<file path="config.mk">
export PLATFORM = sky130hd
export DESIGN_NAME = wb_retire_queue
export DESIGN_NICKNAME = d
export VERILOG_FILES = /design/src/rtl/wb_retire_queue.sv
export SDC_FILE = /design/constraint.sdc
export NUM_CORES = 1
export LEC_CHECK = 0
export ABC_AREA = 1
export ABC_CLOCK_PERIOD_IN_PS = 14770
export CAP_MARGIN = 20
export CELL_PAD_IN_SITES_DETAIL_PLACEMENT = 0
export CELL_PAD_IN_SITES_GLOBAL_PLACEMENT = 1
export CORE_UTILIZATION = 45
export CTS_BUF_LIST = sky130_fd_sc_hd__clkbuf_4 sky130_fd_sc_hd__clkbuf_8
export CTS_CLUSTER_DIAMETER = 150
export DETAILED_ROUTE_END_ITERATION = 10
export PLACE_DENSITY_LB_ADDON = 0.1
export SYNTH_ARGS = -nofsm -noshare
export SYNTH_HDL_FRONTEND = slang
export SYNTH_SLANG_ARGS = --single-unit
</file>
<file path="constraint.sdc">
create_clock -name clk -period 14.77 [get_ports clk]
set_input_delay 2.2155 -clock clk [delete_from_list [all_inputs] [get_ports clk]]
set_output_delay 2.2155 -clock clk [all_outputs]
set_load 0.05 [all_outputs]
</file>
<file path="src/rtl/wb_retire_queue.sv">
// wb_retire_queue: DEPTH-entry in-order retire queue between MEM and the
// register file. One entry retires per cycle when the RF write port grants
// rf_ready. Provides byte-enabled RF writes, trace-debug outputs, two-port
// forwarding over every queued result, and a free-running retire counter.
module wb_retire_queue #(
    parameter  int DATA_W = 32,
    parameter  int ADDR_W = 5,
    parameter  int DEPTH  = 4,
    parameter  int PC_W   = 32,
    localparam int BE_W   = DATA_W / 8,
    localparam int PTR_W  = $clog2(DEPTH),
    localparam int CNT_W  = PTR_W + 1
) (
    input  logic              clk,
    input  logic              reset,
    // MEM -> WB handshake and payload
    input  logic              ms_to_ws_valid,
    output logic              ws_allowin,
    input  logic [BE_W-1:0]   ms_gr_we,
    input  logic [ADDR_W-1:0] ms_dest,
    input  logic [DATA_W-1:0] ms_result,
    input  logic [PC_W-1:0]   ms_pc,
    // register-file write port
    input  logic              rf_ready,
    output logic [BE_W-1:0]   rf_we,
    output logic [ADDR_W-1:0] rf_waddr,
    output logic [DATA_W-1:0] rf_wdata,
    // trace debug
    output logic [PC_W-1:0]   debug_wb_pc,
    output logic [BE_W-1:0]   debug_wb_rf_wen,
    output logic [ADDR_W-1:0] debug_wb_rf_wnum,
    output logic [DATA_W-1:0] debug_wb_rf_wdata,
    // forwarding lookup for ID
    input  logic [ADDR_W-1:0] ds_raddr0,
    input  logic [ADDR_W-1:0] ds_raddr1,
    output logic              fwd_hit0,
    output logic              fwd_hit1,
    output logic [DATA_W-1:0] fwd_data0,
    output logic [DATA_W-1:0] fwd_data1,
    output logic              fwd_stall0,
    output logic              fwd_stall1,
    // status
    output logic [CNT_W-1:0]  ws_count,
    output logic [31:0]       retire_cnt
);

    typedef struct packed {
        logic [PC_W-1:0]   pc;
        logic [BE_W-1:0]   we;
        logic [ADDR_W-1:0] dest;
        logic [DATA_W-1:0] result;
    } entry_t;

    typedef struct packed {
        logic              hit;
        logic              stall;
        logic [DATA_W-1:0] data;
    } fwd_t;

    entry_t            mem [DEPTH];
    logic [PTR_W-1:0]  head;
    logic [PTR_W-1:0]  tail;
    logic [CNT_W-1:0]  count;
    logic              empty;
    logic              enq;
    logic              deq;
    entry_t            head_e;
    fwd_t              fwd0;
    fwd_t              fwd1;

    assign empty      = (count == '0);
    // Reset suppresses retirement so nothing reaches the RF in the reset cycle.
    assign deq        = !reset && !empty && rf_ready;
    // A full queue still accepts when its head retires in the same cycle.
    assign ws_allowin = (count < CNT_W'(DEPTH)) || deq;
    assign enq        = ms_to_ws_valid && ws_allowin;
    assign head_e     = mem[head];
    assign ws_count   = count;

    assign rf_we             = head_e.we & {BE_W{deq}};
    assign rf_waddr          = empty ? '0 : head_e.dest;
    assign rf_wdata          = empty ? '0 : head_e.result;
    assign debug_wb_pc       = empty ? '0 : head_e.pc;
    assign debug_wb_rf_wen   = rf_we;
    assign debug_wb_rf_wnum  = rf_waddr;
    assign debug_wb_rf_wdata = rf_wdata;

    // Scan oldest to youngest so the youngest valid match is the one kept.
    function automatic fwd_t lookup(input logic [ADDR_W-1:0] raddr);
        fwd_t             r;
        logic [PTR_W-1:0] idx;
        r = '0;
        for (int i = 0; i < DEPTH; i++) begin
            idx = head + PTR_W'(i);
            if ((CNT_W'(i) < count) && (raddr != '0) &&
                (mem[idx].dest == raddr) && (mem[idx].we != '0)) begin
                r.hit   = &mem[idx].we;
                r.stall = ~&mem[idx].we;
                r.data  = (&mem[idx].we) ? mem[idx].result : '0;
            end
        end
        return r;
    endfunction

    // Combinational forwarding lookup for both ID source ports
    always_comb begin
        // NOTE: every always_comb output gets a default first so no path leaves it unassigned and infers a latch.
        fwd0 = '0;
        fwd1 = '0;
        fwd0 = lookup(ds_raddr0);
        fwd1 = lookup(ds_raddr1);
    end

    assign fwd_hit0   = fwd0.hit;
    assign fwd_stall0 = fwd0.stall;
    assign fwd_data0  = fwd0.data;
    assign fwd_hit1   = fwd1.hit;
    assign fwd_stall1 = fwd1.stall;
    assign fwd_data1  = fwd1.data;

    // Entry storage write at the tail on enqueue
    always_ff @(posedge clk) begin
        // NOTE: storage is deliberately not reset; validity comes from count, so stale entries are never observed.
        if (enq) begin
            mem[tail] <= '{pc: ms_pc, we: ms_gr_we, dest: ms_dest, result: ms_result};
        end
    end

    // Pointer, occupancy and retire-counter update
    always_ff @(posedge clk) begin
        // NOTE: sequential state uses non-blocking assignments so every register samples pre-edge values.
        if (reset) begin
            head       <= '0;
            tail       <= '0;
            count      <= '0;
            retire_cnt <= '0;
        end else begin
            if (enq) tail <= tail + PTR_W'(1);
            if (deq) begin
                head       <= head + PTR_W'(1);
                retire_cnt <= retire_cnt + 32'd1;
            end
            case ({enq, deq})
                2'b10:   count <= count + CNT_W'(1);
                2'b01:   count <= count - CNT_W'(1);
                default: count <= count;
            endcase
        end
    end

endmodule

</file>
# Word-level counts from Yosys, hierarchy flattened
# Memory sizes are Yosys's and may differ from the RTL's. A register that Yosys moved wholly into a read port is not among the register bits.
# Index checks and enable logic that the tools add are counted.
[word_totals] ff_bits=39 ram_bits=292 elab_cells=94 memories=1
[memory_table] memory="mem" words=4 word_bits=73 rd=4 rd_clocked_by_memory_dff=1 wr=1 line_no="60" text="entry_t mem [DEPTH];"
[op_classes] add_sub_neg=7 order_cmp=5 eq_ne=10 n_mux=20 n_bitwise=1 reduce_logical=46
[op_table] op="two-way mux 34 bit" n=8
[op_table] op="two-way mux 32 bit" n=6
[op_table] op="== test 5 bit" n=8
[op_table] op="adder 32 x 1 -> 32 bit, second input constant" n=1
[op_table] op="logical AND 1 bit" n=27
[op_table] op="AND reduction 4 bit" n=4
[op_table] op="nonzero test 4 bit" n=4
[op_table] op="nonzero test 5 bit" n=2
[op_table] op="logical NOT 1 bit" n=6
[op_table] op="< comparator 1 x 3 -> 1 bit, first input constant" n=2
[op_table] op="< comparator 2 x 3 -> 1 bit, first input constant" n=2
[op_table] op="one-hot mux 3 bit (2 select lines)" n=1
[op_table] op="two-way mux 5 bit" n=1
[op_table] op="adder 2 x 1 -> 2 bit, second input constant" n=2
[op_table] op="adder 2 bit, second input constant" n=2
[op_table] op="bitwise AND 4 bit" n=1
[op_table] op="two-way mux 2 bit" n=2
[op_table] op="adder 3 x 1 -> 3 bit, second input constant" n=1
[op_table] op="logical NOT 3 bit" n=1
[op_table] op="< comparator 3 bit, second input constant" n=1
[op_table] op="subtractor 3 x 1 -> 3 bit, second input constant" n=1
[op_table] op="== test 2 x 1 -> 1 bit, second input constant" n=1
[op_table] op="== test 2 bit, second input constant" n=1
[op_table] op="two-way mux 1 bit" n=2
[op_table] op="other kinds (2)" n=2

# Logic depth before layout (Yosys ltp)
[logic_depth] depth_word=8 ltp_mapped=19 depth_no_buf=17

# Worst setup path before layout
# No wires, ideal clock.
[synth_timing] path_type="input-to-reg" start="input reset" end="memory mem[0][0] (netlist name) (enable)" t_arrival_ps=6420 required_ps=14265 setup_slack_ps=7845 stages=6 cell_sequence="clkbuf_1 inv_2 nand2_1 nand2_1 nand2_1 nor2_1"
[synth_between] elab_chain_cells=7
[synth_lines] element="from (decl)" line_no="15" text="input logic reset,"
[synth_lines] element="logical NOT 1 bit" line_no="73" text="assign deq = !reset && !empty && rf_ready;"
[synth_lines] element="logical AND 1 bit (2 in a row)" line_no="73"
[synth_lines] element="logical OR 1 bit" line_no="75" text="assign ws_allowin = (count < CNT_W'(DEPTH)) || deq;"
[synth_lines] element="net ws_allowin" line_no="18" text="output logic ws_allowin,"
[synth_lines] element="logical AND 1 bit" line_no="76" text="assign enq = ms_to_ws_valid && ws_allowin;"
[synth_lines] element="two-way mux 1 bit" line_no="124" text="if (enq) begin"
[synth_lines] element="two-way mux 1 bit (not written as such)" line_no="125" text="mem[tail] <= '{pc: ms_pc, we: ms_gr_we, dest: ms_dest, result: ms_result};"
[synth_lines] element="to (decl)" line_no="60"
# The timed path passes the listed nets, and every way through them passes these cells.

# Final worst setup path
[layout_timing] start="register head[0]" end="output fwd_data1[25]"
[layout_between] elab_chain_cells=8
[layout_lines] element="from (decl)" line_no="61" text="logic [PTR_W-1:0] head;"
[layout_lines] element="from (signal assigned)" line_no="140" text="head <= head + PTR_W'(1);"
[layout_lines] element="adder 2 x 1 -> 2 bit" line_no="94" text="idx = head + PTR_W'(i);"
[layout_lines] element="memory read (4 x 73 bit) (*)"
[layout_lines] element="== test 5 bit" line_no="96" text="(mem[idx].dest == raddr) && (mem[idx].we != '0)) begin"
[layout_lines] element="logical AND 1 bit" line_no="95" text="if ((CNT_W'(i) < count) && (raddr != '0) &&"
[layout_lines] element="logical AND 1 bit" line_no="96"
[layout_lines] element="two-way mux 34 bit (2 in a row)" line_no="95"
[layout_lines] element="two-way mux 34 bit (*)" line_no="95"
[layout_lines] element="to (decl)" line_no="39" text="output logic [DATA_W-1:0] fwd_data1,"
# Mark *: on every way between the ends. The rest lies on a longest branch, timed or not.

==> flow_summary.yaml <==
run_status:
  status: "complete, no violations"
detailed_routing:
  totalWireLength_mm: 69.9
  dr.pass1.iters: 6
  wl_per_cell_um: 19.7
  avgViaCountPerCell: 5.50
  ant_nets: 0
  drt_iter0_drc: 1595
  drc_errors: 0
  num_vias: 19500
cells_and_area:
  final_cell_mix: "829 x nand2_1, 384 x nor2_1, 304 x clkdlybuf4s50_1, 292 x edfxtp_1, 227 x inv_1"
  layout_commonest_cell: "nand2_1"
  fin_nets: 3007
  drive_gt1_frac: 0.0590
  syn2layout_area_growth_pct: 20.4
worst_setup_path:
  critPathKind: "reg2out"
  cp-start-kind: "flop"
  worst-path-buf-inv: 2
  end_kind: "output port"
  reg2reg_depth: 10
  crit_path_frequent_cell: "nand2_1"
  crit_path_max_fanout: 81
  r2r_end: "mem[2][11]"
  arrival_ns: 7.19
  slowest_stage: "nand2_4"
  worstPathRequired_ns: 12.55
  crit_chain: "nand2_2 > nand2_4 > nand2_1 > nand2_1 > nand2_1 > nand2_1 > inv_1 > nand2_1 > nor2_1 > nand2_2 > nand3_2 > o21ai_0 > nand2_1 > nand2_1 > clkdlybuf4s50_1"
  reg2reg_slack_ns: 10.75
  worst_path_largest_cell_delay_ns: 1.09
  critPathTopFamily: "simple AND/OR/NAND/NOR gates"
  r2r_start: "ws_count[0]"
cts:
  clockBufferDepth: 3
  cts_setup_buffers: 0
  cts_max_level: 2
  insertion_delay_ns: 0.68
  clkTransAtPathRegs_ns: 0.06
  post_cts_resized: 0
  hold_buffers: 0
  cts_buffers: 55
  clkSinkCount: 333
  cts_root_buf: "clkbuf_8"
  cts_tree: "built"
sta:
  relSlewSlack: 0.233
  holdWs_ns: 0.508
  finalSetupViolations: 0
  worstMarginPinSlew_ns: 1.15
  fin_crit_sh: 0.637
  setup-tns-final_ns: 0
  slew_violations: 0
  setup_slack_ns: 5.36
  grt_setup_unrepaired: "no"
  hold_violations: 0
  period_needed_ns: 9.41
  fmax_mhz: 106
  fin_skew_ns: 0.0394
placed_design:
  gp_congestion: 0.877
  dpl.hpwl_mm: 43.6
  place_ws_ns: 5.87
  io_buffers: 304
min_path:
  whs_endpoint: "retire_cnt[29]"
  whs_path_depth: 2
  min_from: "retire_cnt[29]"
  worstHoldPathType: "reg2reg"
run:
  cap_violations: 0
yosys:
  synth_cells: 2726
  yosys_warnings: 0
  post_synth.cell_area_avg_um2: 7.51
  ys_ff_latch: 333
  syn_nets: 2823
  yosysUniqueCellTypes: 44
  synthFlopType: "edfxtp_1"
  syn_area_um2: 20500
  ys_seq_area_frac: 0.468
  synthArstFlopShare: 0
  synth_edf_count: 292
grt:
  antenna_found_initial: 4
  overflow: 0
  track_usage: 0.297
  grt_start_max_net_pins: 110
  grt_pass1_wl_mm: 107
  grt_pass1_vias: 18700
floorplanning:
  core.rowCount: 77
  coreArea_um2: 44500
  die_x_um: 215
  die_area_um2: 46400
  ios: 305
  start_util: 0.460
  die_h_um: 215
power:
  p_leak_uw: 0.00967
  max-vdd-ir-drop_v: 0.000141
  powerDensity_nw_per_um2: 146
area by class of cell:
cell class	count	area, µm²
sequential	333	9600
antenna	1	2.50
tap	592	741
inverter	237	900
multi-input combinational	1955	9000
clock inverter	27	226
clock buffer	71	890
fill	4150	19800
timing repair buffer	328	3310
per-layer routing:
layer	share of wire	wire length (µm)	GRT usage
met4	0.022	1560	0.101
met3	0.080	5580	0.0610
met2	0.48	33300	0.497
met5	0.00066	46	0
met1	0.42	29400	0.382
state kept, by name, summed over array words and instances (netlist names), named ones only:
signal / flops
head: 2
retire_cnt: 32
ws_count: 3
mem: 292
tail: 2
cell usage after synthesis, types with 3 or more instances:
master     instances  area [µm²]
a32o_1            13         130
inv_2              6        22.5
inv_1            228         856
nand3b_1          34         255
a21oi_1          159         796
o2111ai_1         31         272
a32oi_1           18         158
nand4_1           11        68.8
nor3_1            15        75.1
buf_1             23        86.3
nand2_2            5        31.3
nand3_1          135         676
o21ai_0          178         891
clkbuf_1          73         274
o21ai_1           21         105
xor2_1            14         123
buf_4             50         375
nand2_1          829        3110
or2_2             23         144
o22ai_1           33         206
ha_1              10         125
nor2_1           392        1470
inv_4              3        18.8
nor2_4             6        67.6
buf_2             46         230
nor4_1             4        25.0
edfxtp_1         292        8770
buf_6              9         101
dfxtp_1           41         821
worst register-to-register path: cells and delay by family (launching register included):
kind	cells	cell delay, ns
AOI/OAI and AO/OA	1	0.16
adders and majority gates	1	0.21
buffers and inverters	4	1.29
DFF	1	0.42
and+or+nand+nor	4	1.50
worst max path at each step:
stage / endpoint / cells past startpoint / start / slack, ns
after global routing: fwd_data1[30] / 15 / head[0] / 5.14
after global placement: fwd_data1[28] / 14 / ds_raddr1[2] / 5.98
after CTS: fwd_data1[25] / 15 / head[0] / 5.46
after floorplan: mem[0][0] / 6 / reset / 7.85
after detailed placement: fwd_data1[25] / 14 / ds_raddr1[2] / 5.87
final: fwd_data1[25] / 15 / head[0] / 5.36
report_power, final:
part | switching (µW) | total [µW] | leakage (µW) | internal (µW)
sequential | 40.5 | 1130 | 0.00301 | 1080
clock | 384 | 832 | 0.000578 | 448
combinational | 1190 | 1640 | 0.00608 | 454
total | 1610 | 3600 | 0.00967 | 1990
per-stage QoR:
step	utilization	power [µW]	instances	area, µm²
5_1_grt	0.554	3770	3544	24700
3_5_place_dp	0.526	2770	3440	23400
4_1_cts	0.551	3610	3538	24500
6_report	0.554	3600	3544	24700
2_1_floorplan	-	2290	2726	20500
3_3_place_gp	0.526	2760	3440	23400
cells by family after synthesis:
family                     Yosys count  synth area share
xor gates and xnor gates            15           0.00641
adders and majority gates           10           0.00611
AOI/OAI and AO/OA                  467             0.131
DFF                                333             0.468
and+or+nand+nor                   1463             0.293
buffers and inverters              438            0.0959
Power figures use the tool's default switching activity.
